==> src/rtl/morse_encoder.sv <==
// Morse encoder for letters A-H: lights led for each dot/dash and pulses done.
// First mark begins on the first tick after the start rise; start rises while busy are dropped.
module morse_encoder #(
  parameter int DOT_UNITS  = 1,
  parameter int DASH_UNITS = 3,
  parameter int GAP_UNITS  = 1
) (
  input  logic       CLOCK_50,
  input  logic       reset,
  input  logic       tick,
  input  logic [2:0] letter,
  input  logic       start,
  output logic       led,
  output logic       busy,
  output logic       done
);

  typedef enum logic [1:0] {IDLE, ALIGN, MARK, GAP} state_t;

  localparam logic [2:0] DOT_M1  = 3'(DOT_UNITS - 1);
  localparam logic [2:0] DASH_M1 = 3'(DASH_UNITS - 1);
  localparam logic [2:0] GAP_M1  = 3'(GAP_UNITS - 1);

  state_t     state, state_nxt;
  logic       start_q;
  logic       rise;
  logic [2:0] cnt, cnt_nxt;
  logic [1:0] idx, idx_nxt;
  logic [1:0] idx_inc;
  logic [3:0] pat, pat_nxt;
  logic [2:0] len, len_nxt;
  logic       led_q, led_nxt;
  logic       busy_q, busy_nxt;
  logic       done_q, done_nxt;
  logic [3:0] tbl_pat;
  logic [2:0] tbl_len;
  logic       last_sym;

  assign rise     = start & ~start_q;
  assign idx_inc  = idx + 2'd1;
  assign last_sym = ({1'b0, idx} == (len - 3'd1));

  function automatic logic [2:0] unit_m1(input logic is_dash);
    return is_dash ? DASH_M1 : DOT_M1;
  endfunction

  // Pattern bit i is symbol i (1 = dash), first symbol in bit 0.
  always_comb begin : code_table
    tbl_pat = 4'b0000;
    tbl_len = 3'd1;
    case (letter)
      3'd0: begin tbl_pat = 4'b0010; tbl_len = 3'd2; end
      3'd1: begin tbl_pat = 4'b0001; tbl_len = 3'd4; end
      3'd2: begin tbl_pat = 4'b0101; tbl_len = 3'd4; end
      3'd3: begin tbl_pat = 4'b0001; tbl_len = 3'd3; end
      3'd4: begin tbl_pat = 4'b0000; tbl_len = 3'd1; end
      3'd5: begin tbl_pat = 4'b0100; tbl_len = 3'd4; end
      3'd6: begin tbl_pat = 4'b0011; tbl_len = 3'd3; end
      3'd7: begin tbl_pat = 4'b0000; tbl_len = 3'd4; end
    endcase
  end

  always_ff @(posedge CLOCK_50) begin : state_reg
    if (reset) begin
      state   <= IDLE;
      start_q <= 1'b0;
      cnt     <= 3'd0;
      idx     <= 2'd0;
      pat     <= 4'd0;
      len     <= 3'd1;
      led_q   <= 1'b0;
      busy_q  <= 1'b0;
      done_q  <= 1'b0;
    end else begin
      state   <= state_nxt;
      start_q <= start;
      cnt     <= cnt_nxt;
      idx     <= idx_nxt;
      pat     <= pat_nxt;
      len     <= len_nxt;
      led_q   <= led_nxt;
      busy_q  <= busy_nxt;
      done_q  <= done_nxt;
    end
  end

  always_comb begin : next_state
    state_nxt = state;
    cnt_nxt   = cnt;
    idx_nxt   = idx;
    pat_nxt   = pat;
    len_nxt   = len;
    led_nxt   = led_q;
    busy_nxt  = busy_q;
    done_nxt  = 1'b0;
    case (state)
      IDLE: begin
        // A tick coinciding with acceptance is deliberately not consumed.
        if (rise) begin
          pat_nxt   = tbl_pat;
          len_nxt   = tbl_len;
          idx_nxt   = 2'd0;
          cnt_nxt   = 3'd0;
          busy_nxt  = 1'b1;
          state_nxt = ALIGN;
        end
      end
      ALIGN: begin
        if (tick) begin
          led_nxt   = 1'b1;
          cnt_nxt   = unit_m1(pat[idx]);
          state_nxt = MARK;
        end
      end
      MARK: begin
        if (tick) begin
          if (cnt == 3'd0) begin
            led_nxt   = 1'b0;
            cnt_nxt   = GAP_M1;
            state_nxt = GAP;
          end else begin
            cnt_nxt = cnt - 3'd1;
          end
        end
      end
      GAP: begin
        if (tick) begin
          if (cnt != 3'd0) begin
            cnt_nxt = cnt - 3'd1;
          end else if (!last_sym) begin
            idx_nxt   = idx_inc;
            led_nxt   = 1'b1;
            cnt_nxt   = unit_m1(pat[idx_inc]);
            state_nxt = MARK;
          end else begin
            idx_nxt   = 2'd0;
            busy_nxt  = 1'b0;
            done_nxt  = 1'b1;
            state_nxt = IDLE;
          end
        end
      end
      default: state_nxt = IDLE;
    endcase
  end

  always_comb begin : outputs
    led  = led_q;
    busy = busy_q;
    done = done_q;
  end

endmodule

==> config.mk <==
export PLATFORM = sky130hd
export DESIGN_NAME = morse_encoder
export DESIGN_NICKNAME = d
export VERILOG_FILES = /design/src/rtl/morse_encoder.sv
export SDC_FILE = /design/constraint.sdc
export NUM_CORES = 1
export LEC_CHECK = 0
export CORE_MARGIN = 4
export CORE_UTILIZATION = 45
export DETAILED_ROUTE_END_ITERATION = 8
export GPL_TIMING_DRIVEN = 0
export PLACE_DENSITY = 0.75
export SETUP_SLACK_MARGIN = 0.3
export SYNTH_ARGS = -nofsm -noshare
export SYNTH_HDL_FRONTEND = slang
export SYNTH_SLANG_ARGS = --single-unit
==> constraint.sdc <==
create_clock -name CLOCK_50 -period 1.97 [get_ports CLOCK_50]
set_input_delay 0.394 -clock CLOCK_50 [delete_from_list [all_inputs] [get_ports CLOCK_50]]
set_output_delay 0.394 -clock CLOCK_50 [all_outputs]
set_load 0.02 [all_outputs]
# Word-level counts from Yosys, hierarchy flattened
# Memory sizes are Yosys's and may differ from the RTL's. A register that Yosys moved wholly into a read port is not among the register bits.
# Index checks and enable logic that the tools add are counted.
# W data, S select, Z words.
[classes] n_addsub=3 order_cmp=2 n_eq_ne=13 n_mux=40 bitwise=4 reduce_logical=12
[op_table] operator="$mux W2" n=13
[op_table] operator="$mux W3" n=7
[op_table] operator="$ne A2 B2 Y1 const B" n=8
[op_table] operator="$mux W1" n=13
[op_table] operator="$pmux W3 S4" n=1
[op_table] operator="$reduce_and A5 Y1" n=2
[op_table] operator="$pmux W2 S4" n=1
[op_table] operator="$reduce_and A7 Y1" n=1
[op_table] operator="$lt A2 B3 Y1 const B" n=2
[op_table] operator="$reduce_and A6 Y1" n=1
[op_table] operator="$reduce_bool A3 Y1" n=2
[op_table] operator="$sub A3 B1 Y3 const B" n=2
[op_table] operator="$bmux W1 S2" n=2
[op_table] operator="$eq A2 B2 Y1 const B" n=2
[op_table] operator="$pmux W2 S2" n=1
[op_table] operator="$reduce_and A4 Y1" n=1
[op_table] operator="$reduce_or A4 Y1" n=1
[op_table] operator="$eq A2 B3 Y1" n=1
[op_table] operator="$logic_not A3 Y1" n=1
[op_table] operator="$ne A3 B3 Y1 const B" n=1
[op_table] operator="$not A1 Y1" n=3
[op_table] operator="$pmux W1 S3" n=1
[op_table] operator="$add A2 B1 Y2 const B" n=1
[op_table] operator="$eq A2 B1 Y1 const B" n=1
[op_table] operator="5 further kinds" n=5
[word_totals] register_bits=15 mem_bits_ro=48 inputBits=7 output_inout_bits=3 n_memories=1
[mem_list] memory="(no name shown)" depth=8 word_bits=6 rd=1 rd_clocked_by_memory_dff=1 wr=0 line_no="51" text="case (letter)"

# Longest topological paths before layout
# Gate-level depths: netlist of run 1.
[depth] depth_word=8 depth_mapped=7 ltp_nobuf=7

# Least setup slack after synthesis of run 1
# No wires, ideal clock.
[synth_path] path_kind="register -> register" start="reg len[0]" end="reg cnt[1]" setup_time_ps=88 arrival_ps=1524 path_slack_ps=358 stages_incl_launch_ff=8 n_path_buf=0 synth_period_minus_slack_ps=1612 cell_sequence="dfxtp_1 > inv_1 > ha_1 > xnor2_1 > nor3_2 > and2_4 > or3b_1 > o32ai_2"
[synth_via] elab_chain_len=4
[synth_lines] item="start, declared" line_no="31" text="logic [2:0] len, len_nxt;"
[synth_lines] item="start signal, assigned" line_no="80" text="len <= len_nxt;"
[synth_lines] item="$sub A3 B1 Y3" line_no="41" text="assign last_sym = ({1'b0, idx} == (len - 3'd1));"
[synth_lines] item="$eq A2 B3 Y1" line_no="41"
[synth_lines] item="$ne A3 B3 Y1 (no source line)"
[synth_lines] item="$reduce_and A5 Y1 (no source line)"
[synth_lines] item="end signal, assigned" line_no="77" text="cnt <= cnt_nxt;"
[synth_lines] item="end, declared" line_no="27" text="logic [2:0] cnt, cnt_nxt;"
# No other way between the ends.
# A chain may end at the register's enable or synchronous reset.

# Final worst setup path of run 1
[layout_path] start="reg busy_q (netlist: busy)" end="out busy"
[layout_rtl] item="start, declared" line_no="33" text="logic busy_q, busy_nxt;"
[layout_rtl] item="start signal, assigned" line_no="82" text="busy_q <= busy_nxt;"
[layout_rtl] item="end, declared" line_no="14" text="output logic busy,"
# No word-level cell between the ends.

==> results of run 1 <==
==> worst max-delay path by stage <==
stage          slack (ps)     end  depth (start not counted)
3_5_place_dp           -6  cnt[0]                          6
2_1_floorplan         360  cnt[1]                          7
3_3_place_gp           10  cnt[0]                          6
5_1_grt               300  idx[1]                          7
6_report              350    busy                          1
4_1_cts               300  cnt[1]                          7
==> placed cells by master (no fill, tap or decap), drive strengths merged, types with 2 or more instances in the layout <==
| master | count |
|---|---|
| dlymetal6s2s | 2 |
| nand2 | 2 |
| a211oi | 6 |
| clkdlybuf4s50 | 4 |
| inv | 7 |
| buf | 9 |
| nor3 | 6 |
| dfxtp | 17 |
| clkbuf | 8 |
| nor2b | 3 |
| mux2i | 6 |
| a21oi | 9 |
| o21ai | 4 |
| xor2 | 2 |
| nand3b | 3 |
| ha | 8 |
| nor2 | 18 |
| nor3b | 2 |
| xnor2 | 2 |
==> repair_timing <==
action                                 CTS  global route
setup endpoints to repair                6            11
gates resized for setup                  8            10
hold buffers                             0             0
cloned                                   0             0
pin swaps                                1             6
endpoints found under the hold margin    0             0
setup buffers                            0             4
==> cell families after synthesis <==
group / share of synthesized area (%)
compound gates: 15.1
flops: 31.7
mux: 6.65
buf+inv: 8.17
fa+ha+maj: 9.34
xor+xnor: 3.27
simple gates: 25.8
==> tightest hold or removal path: cells and delay by family <==
family	cells	cell delay [ps]
buffers and inverters	1	170
AND/OR/NAND/NOR	2	120
==> area by class of cell <==
class                           count  area share (%)
Tap cell                           28            2.69
Clock buffer                        4            2.02
Sequential cell                    17            26.4
Buffer                              9            4.71
Timing Repair Buffer               10            7.30
Inverter                            7            2.02
Multi-Input combinational cell     86            54.9
==> power by group <==
group	switching (W)	total [W]	leakage [nW]	internal (W)
combinational	0.000251	0.000499	0.373	0.000247
sequential	0.0000415	0.000436	0.140	0.000395
clock	0.000105	0.000184	0.0150	0.0000787
==> layer usage <==
metal	vias to the layer above	track usage [%]	part of all wire, %
met1	407	15.2	44
met5	-	0	0
met3	2	3.68	5.1
met2	24	24.1	50
met4	0	3.97	0.92
li1	448	-	-
==> metrics by stage <==
step                util, %  hold WS, ps
floorplan                 -          478
global placement       52.3          491
detailed placement     52.3          504
CTS                    55.4          429
global route           58.3          461
finish                 58.3          439
==> impl_results.md, run 1 <==
- Rows: 17
- First-pass GRT wire length: approximately 3.5 mm
- HP Start: tick
- Post-synth EDFFs: 0
- Layout area overhead: 21.5%
- Worst r2r dst: cnt[1]
- RSZ-0062 raised after global routing: no
- Cell leakage power: between 0.5 and 0.6 nW
- Kind of critical path: reg2out
- Worst-path clk slew: around 90 ps
- Async SR Flop Fraction: 0%
- PwrDens: ~860 nW/um^2
- Synthesis Warnings: 0
- Crit path max fanout: 2
- Peak supply drop: 0.551 mV
- Num ports: 10
- Antenna diode instance count: 0
- ANT nets after route: 0
- Status: completed
- Sequential Area: 344 sq um
- PortBufs: 6
- Worst Tran Pin Value: 453 ps
- Clock Tree Root: clkbuf_4
- Drt initial violations: 8
- Worst-Skew Late Latency: just under 300 ps
- Largest cells by area after synthesis: dfxtp_1 32%, ha_1 9.3%, nor2_1 6.3%
- GPL Wtd Cong: 0.779
- Placement Cell Area: about 1200 sq um
- CP Cell Sequence: clkdlybuf4s50_1
- Cell taking the most area after synthesis: dfxtp_1
- Top cells by count, synth: 18 x nor2_1, 17 x dfxtp_1, 8 x a21oi_1, 8 x ha_1, 7 x inv_1
- FF-to-FF Start: len[1]
- Initial antenna violation count: 0
- Count leader, synth: nor2_1
- Vias in the first global route: between 800 and 900
- H-tree levels: 1
- #FFs+latches synth: 17
- Placed cells: approximately 150
- Initial Util: 48.0%
- Cell Area, Synth: between 1000 and 1500 sq um
- TritonRoute pass-1 iters: 6
- CTS buffer count: 3
- WL final: approximately 2.1 mm
- CP max stage delay: 600 ps
- Pre-CTS worst setup slack: -6.13 ps
- Syn Area/Cell: 9.01 sq um
- Share of layout cells above drive strength 1: between 20% and 30%
- # fillers: 205
- Max Transition Viols Final: 0
- Count of cell types in the netlist: 38
- Max clock buf depth: 2
- Cell family with most CP delay: buffers and inverters
- Post-Syn Nets: ~130
- Die ar.: between 3000 and 4000 sq um
- Hold Path Class: in2reg
- Hold Fails Final Rpt: 0
- Max-slew headroom: a little over two thirds
- Vert. Die Dim: 56.8 um
- Core box area: around 2200 sq um
- FF-to-FF path depth: 7
- CP endpoint kind: output port
- Final HPWL from detailed placement: around 1.5 mm
- Worst hold path depth: 3
- # nets final: around 150
- Reg2reg setup slack: between 300 and 400 ps
- Max Clock Skew: between 4 and 5 ps
- TritonCTS clock tree: yes
- Gr usage total: a little over an eighth
- Mapped Cells: roughly 120
- Worst Setup Start Kind: register
- End of the worst hold path: done
- Yosys top cell area share: 31.7%
- Primary FF master, synth: dfxtp_1
- CP Launch Point: busy
- Final critical-path required period: around 1600 ps
- Worst Slack Setup Final: ~350 ps
- DR vias/cell: ~5.5
- Vias: roughly 880
- Final Cycle Share: between 80 and 90%
- Tot Pwr: roughly 0.0011 W
- Post-route DRC: 0
- Regs by FF count: cnt: 3 flops, len: 3 flops, pat: 3 flops
- Max cap viols: 0
- Die Width: approximately 57 um
- CTS Sinks: 17
- Setup violators final: 0
- Setup tns final: 0 ps
- Design Area, Final: ~1300 sq um
- Largest net degree at the start of global routing: 11
- GR Overflow Total: 0
- Fmax: 0.617 GHz
- Finished Layout Cells: around 160
- CP Data Required Time: approximately 1600 ps
- Multi-input gate area: between 700 and 800 sq um
- Slowest cell on crit path: clkdlybuf4s50_1
- Crit path buffers/inverters: 1
- Average wire per cell in the routed design: 12.8 um
- Sequential element share of the synthesized area: 31.7%
- Worst EP arrival: around 1200 ps
Power figures use the tool's default switching activity.
==> run 2: changes to the inputs <==
clock period = 1.6 ns   (was 1.97 ns; I/O delays follow)
==> impl_results.md, run 2 (synthesized netlist as in run 1, its figures left out) <==
- Status: complete, but fails checks
- Failing checks: negative setup slack
- Worst Slack Setup Final: -44.2 ps
- Hold Fails Final Rpt: 0
- Max Clock Skew: roughly 4.0 ps
- RSZ-0062 raised after global routing: yes
- Largest net degree at the start of global routing: 11
- CTS Sinks: 17
- Initial antenna violation count: 0
- CP Cell Sequence: inv_2, ha_4, xnor2_4, nor3_4, nor3_1, o21ai_1, a21oi_2
- FF-to-FF path depth: 7
- End of the worst hold path: start_q
- CP endpoint kind: register
- Worst-path clk slew: roughly 110 ps
- Reg2reg setup slack: -40 ps
- ANT nets after route: 0
- Average wire per cell in the routed design: between 15 and 20 um
- Peak supply drop: approximately 0.67 mV
- Gr usage total: 16.5%
- Cell family with most CP delay: simple AND/OR/NAND/NOR gates
- GPL Wtd Cong: 0.807
- First-pass GRT wire length: a little over 4 mm
- HP Start: start
- Max clock buf depth: 2
- Setup violators final: 2
- Worst r2r dst: idx[1]
- Fin util: about 69%
- Regs by FF count: cnt: 3 flops, len: 3 flops, pat: 3 flops
- Final Cycle Share: 103%
- Kind of critical path: reg2reg
- Crit path buffers/inverters: 1
- PortBufs: 6
- Initial Util: between 40% and 50%
- TritonCTS clock tree: yes
- WL final: roughly 2.8 mm
- Max-slew headroom: between 50 and 60%
- Crit path max fanout: 4
- TritonRoute pass-1 iters: 4
- Worst EP arrival: 1800 ps
- Share of layout cells above drive strength 1: roughly 47%
- Drt initial violations: 33
- Vias: slightly below 1,000
- GR Overflow Total: 0
- PwrDens: about 1100 nW/um^2
- Worst-Skew Late Latency: ~290 ps
- Cell leakage power: ~0.61 nW
- FF-to-FF Start: len[0]
- Vert. Die Dim: between 50 and 60 um
- Num ports: 10
- Post-route DRC: 0
- Worst Tran Pin Value: around 630 ps
- Final HPWL from detailed placement: between 1.5 and 2 mm
- Hold Path Class: in2reg
- Fmax: slightly above 0.6 GHz
- Die ar.: roughly 3200 sq um
- Vias in the first global route: 932
- Worst hold path depth: 2
- Final critical-path required period: approximately 1600 ps
- CP max stage delay: between 300 and 400 ps
- Worst Setup Start Kind: register
- CTS buffer count: 3
- Commonest non-fill, non-tap cell in the layout: nor2_1
- DR vias/cell: around 5.6
- Max Transition Viols Final: 0
- Antenna diode instance count: 0
- Most frequent cells in the layout: 14 x nor2_1, 11 x buf_4, 10 x dfxtp_1
- Core box area: around 2200 sq um
- Max cap viols: 0
- Clock Tree Root: clkbuf_4
- Die Width: roughly 57 um
- Rows: 17
- # nets final: between 150 and 200
- Slowest cell on crit path: dfxtp_2
- CP Data Required Time: about 1800 ps
- Setup tns final: -58.8 ps
- Hold_buf cts: 0
- Layout area overhead: 43.9%
- H-tree levels: 1
## run 2: final cells by class
type / count / area (sq um)
multi-input combinational: 86 / 798
fill: 157 / 691
timing repair buffer: 23 / 236
sequential: 17 / 349
clock buffer: 4 / 26.3
tap: 28 / 35.0
buffer: 9 / 71.3
inverter: 7 / 26.3
## run 2: worst max path at each step
stage | from | endpoint | depth (start not counted)
finish | len[0] | idx[1] | 7
detailed placement | start | cnt[0] | 6
global placement | start | cnt[0] | 6
CTS | idx[1] | cnt[1] | 6
floorplan | len[1] | cnt[1] | 7
global route | len[0] | idx[1] | 7
## run 2: power by group
| part | total (W) | internal, W | switching (W) |
|---|---|---|---|
| Clock | 0.000243 | 0.0000968 | 0.000146 |
| Combinational | 0.000905 | 0.000473 | 0.000432 |
| Sequential | 0.000548 | 0.000490 | 0.0000579 |
## run 2: layer usage
layer	vias to the layer above	share of wire (%)	track usage, %
met4	0	0.96	6.95
met3	4	4.2	3.68
met5	-	0	0
met2	35	53	29.9
met1	476	42	18.2
li1	468	-	-
## run 2: timing repair
action / 4_1_cts / 5_1_grt
pin swaps: 18 / 8
setup endpoints to repair: 19 / 17
gates cloned: 0 / 1
resized for setup: 33 / 21
buffers inserted: 14 / 2
## run 2: through the flow
stage / power [W] / instances / cell area, sq um / hold WS (ps) / worst slack (ps)
5_1_grt: 0.00176 / 174 / 1540 / 417 / -73.2
6_report: 0.00170 / 174 / 1540 / 417 / -44.2
2_1_floorplan: 0.000946 / 119 / 1100 / 448 / 57.8
3_3_place_gp: 0.00104 / 153 / 1200 / 490 / -284
3_5_place_dp: 0.00105 / 153 / 1200 / 493 / -349
4_1_cts: 0.00151 / 171 / 1440 / 392 / 23.7
==> run 3: changes to the inputs <==
CORE_UTILIZATION = 60   (was 45)
PLACE_DENSITY = 0.93   (was 0.75)
clock period = 1.96 ns   (was 1.6 ns; I/O delays follow)
==> impl_results.md, run 3 (synthesized netlist as in run 1, its figures left out) <==
- CP max stage delay: about 400 ps
- Hold Fails Final Rpt: 0
- Final HPWL from detailed placement: 1.46 mm
- Regs by FF count: cnt: 3 flops, len: 3 flops, pat: 3 flops
- Reg2reg setup slack: around 260 ps
- Max Clock Skew: roughly 9 ps
- Initial antenna violation count: 0
- TritonRoute pass-1 iters: 4
- Max-slew headroom: 66.8%
- Share of layout cells above drive strength 1: around 27%
- Die Width: between 50 and 60 um
- Vias: between 900 and 1,000
- Cell leakage power: approximately 0.56 nW
- Worst-Skew Late Latency: around 300 ps
- Fmax: 0.587 GHz
- End of the worst hold path: done
- # fillers: 114
- Finished Layout Cells: 157
- TritonCTS clock tree: yes
- Kind of critical path: reg2reg
- Setup violators final: 0
- Multi-input gate area: approximately 700 sq um
- CP Cell Sequence: inv_2, ha_4, and4b_4, nand3b_1, a21oi_1, nor4_1, o32ai_2
- Num ports: 10
- Sequential Area: roughly 340 sq um
- Max clock buf depth: 2
- Worst Slack Setup Final: about 260 ps
- Worst Tran Pin Value: 497 ps
- Worst EP arrival: ~1900 ps
- Max cap viols: 0
- CP endpoint kind: register
- Most frequent cells in the layout: 18 x nor2_1, 14 x dfxtp_1, 7 x a21oi_1
- Slowest cell on crit path: nor4_1
- Gr usage total: 20.5%
- FF-to-FF Start: cnt[1]
- Max Transition Viols Final: 0
- Antenna diode instance count: 0
- Status: completed
- Fin util: 75.4%
- Vert. Die Dim: 50.3 um
- Die ar.: approximately 2500 sq um
- H-tree levels: 1
- Rows: 15
- Initial Util: around 63%
- GPL Wtd Cong: 0.818
- Crit path max fanout: 6
- CTS Sinks: 17
- Largest net degree at the start of global routing: 11
- PwrDens: just under 900 nW/um^2
- HP Start: tick
- # nets final: ~150
- Hold Path Class: in2reg
- Placed cells: 150
- Peak supply drop: 0.397 mV
- Core box area: 1710 sq um
- Layout area overhead: 20.1%
- FF-to-FF path depth: 7
- ANT nets after route: 0
- WL final: ~2.6 mm
- First-pass GRT wire length: slightly below 4 mm
- Worst hold path depth: 3
- RSZ-0062 raised after global routing: yes
- Post-route DRC: 0
- Worst Setup Start Kind: register
- Final Cycle Share: 86.9%
- Worst-path clk slew: 110 ps
- CTS buffer count: 3
- Worst r2r dst: cnt[1]
- Pre-CTS worst setup slack: -3.29 ps
- Commonest non-fill, non-tap cell in the layout: nor2_1
- GR Overflow Total: 0
- Average wire per cell in the routed design: 16.5 um
- Clock Tree Root: clkbuf_4
- CP Data Required Time: between 2000 and 2500 ps
- Hold Slack: about 440 ps
- Final critical-path required period: between 1500 and 2000 ps
- Vias in the first global route: ~900
- DR vias/cell: 5.98
- Drt initial violations: 29
- PortBufs: 6
==> run 3: worst max path at each step <==
stage	startpoint	to	slack (ps)	cells past startpoint
after detailed placement	start	cnt[0]	-3	6
after floorplan	len[0]	cnt[1]	350	7
after global placement	start	cnt[0]	20	6
after global routing	cnt[1]	cnt[1]	150	7
after CTS	len[0]	cnt[1]	310	7
final	cnt[1]	cnt[1]	260	7
==> run 3: layout make-up <==
| class | count | area share, % |
|---|---|---|
| inverter | 7 | 2.04 |
| tap | 25 | 2.43 |
| clock buffer | 3 | 1.75 |
| buffer | 9 | 4.76 |
| timing repair buffer | 9 | 7.19 |
| clock inverter | 1 | 0.389 |
| multi-input combinational | 86 | 54.7 |
| sequential | 17 | 26.7 |
==> run 3: critical path: cells and delay by family, from the launching register on <==
family                   cells  cell delay [ps]
AO/OA/AOI/OAI                2              220
AND/OR/NAND/NOR              3              740
adder cells (fa/ha/maj)      1              180
flip-flops                   1              370
buffers and inverters        1               70
==> run 3: where the power goes <==
group	switching (W)	internal, W	leakage (nW)
Sequential	0.0000428	0.000397	0.140
Clock	0.000126	0.0000761	0.0177
Combinational	0.000274	0.000230	0.400
Total	0.000443	0.000703	0.557
==> run 3: timing repair <==
item	4_1_cts	5_1_grt
setup buffers	1	2
gates resized for setup	7	15
pin swaps	1	6
hold buffers	0	0
endpoints found under the setup margin	7	11
==> run 3: per-layer routing <==
| metal | global-route usage (%) | part of all wire, % | vias up | wire, um |
|---|---|---|---|---|
| met2 | 37.0 | 52 | 52 | 1350 |
| met3 | 4.45 | 6.5 | 8 | 168 |
| li1 | - | - | 444 | - |
| met5 | 0 | 0 | - | 0 |
| met4 | 10.6 | 2.1 | 0 | 55 |
| met1 | 22.2 | 39 | 435 | 1020 |
==> run 3: metrics by stage <==
step / total power, W / instance area [sq um] / setup TNS (ps)
2_1_floorplan: 0.000750 / 1070 / 0
3_3_place_gp: 0.000821 / 1160 / 0
3_5_place_dp: 0.000833 / 1160 / -3.29
4_1_cts: 0.00106 / 1230 / 0
5_1_grt: 0.00120 / 1290 / 0
6_report: 0.00115 / 1290 / 0
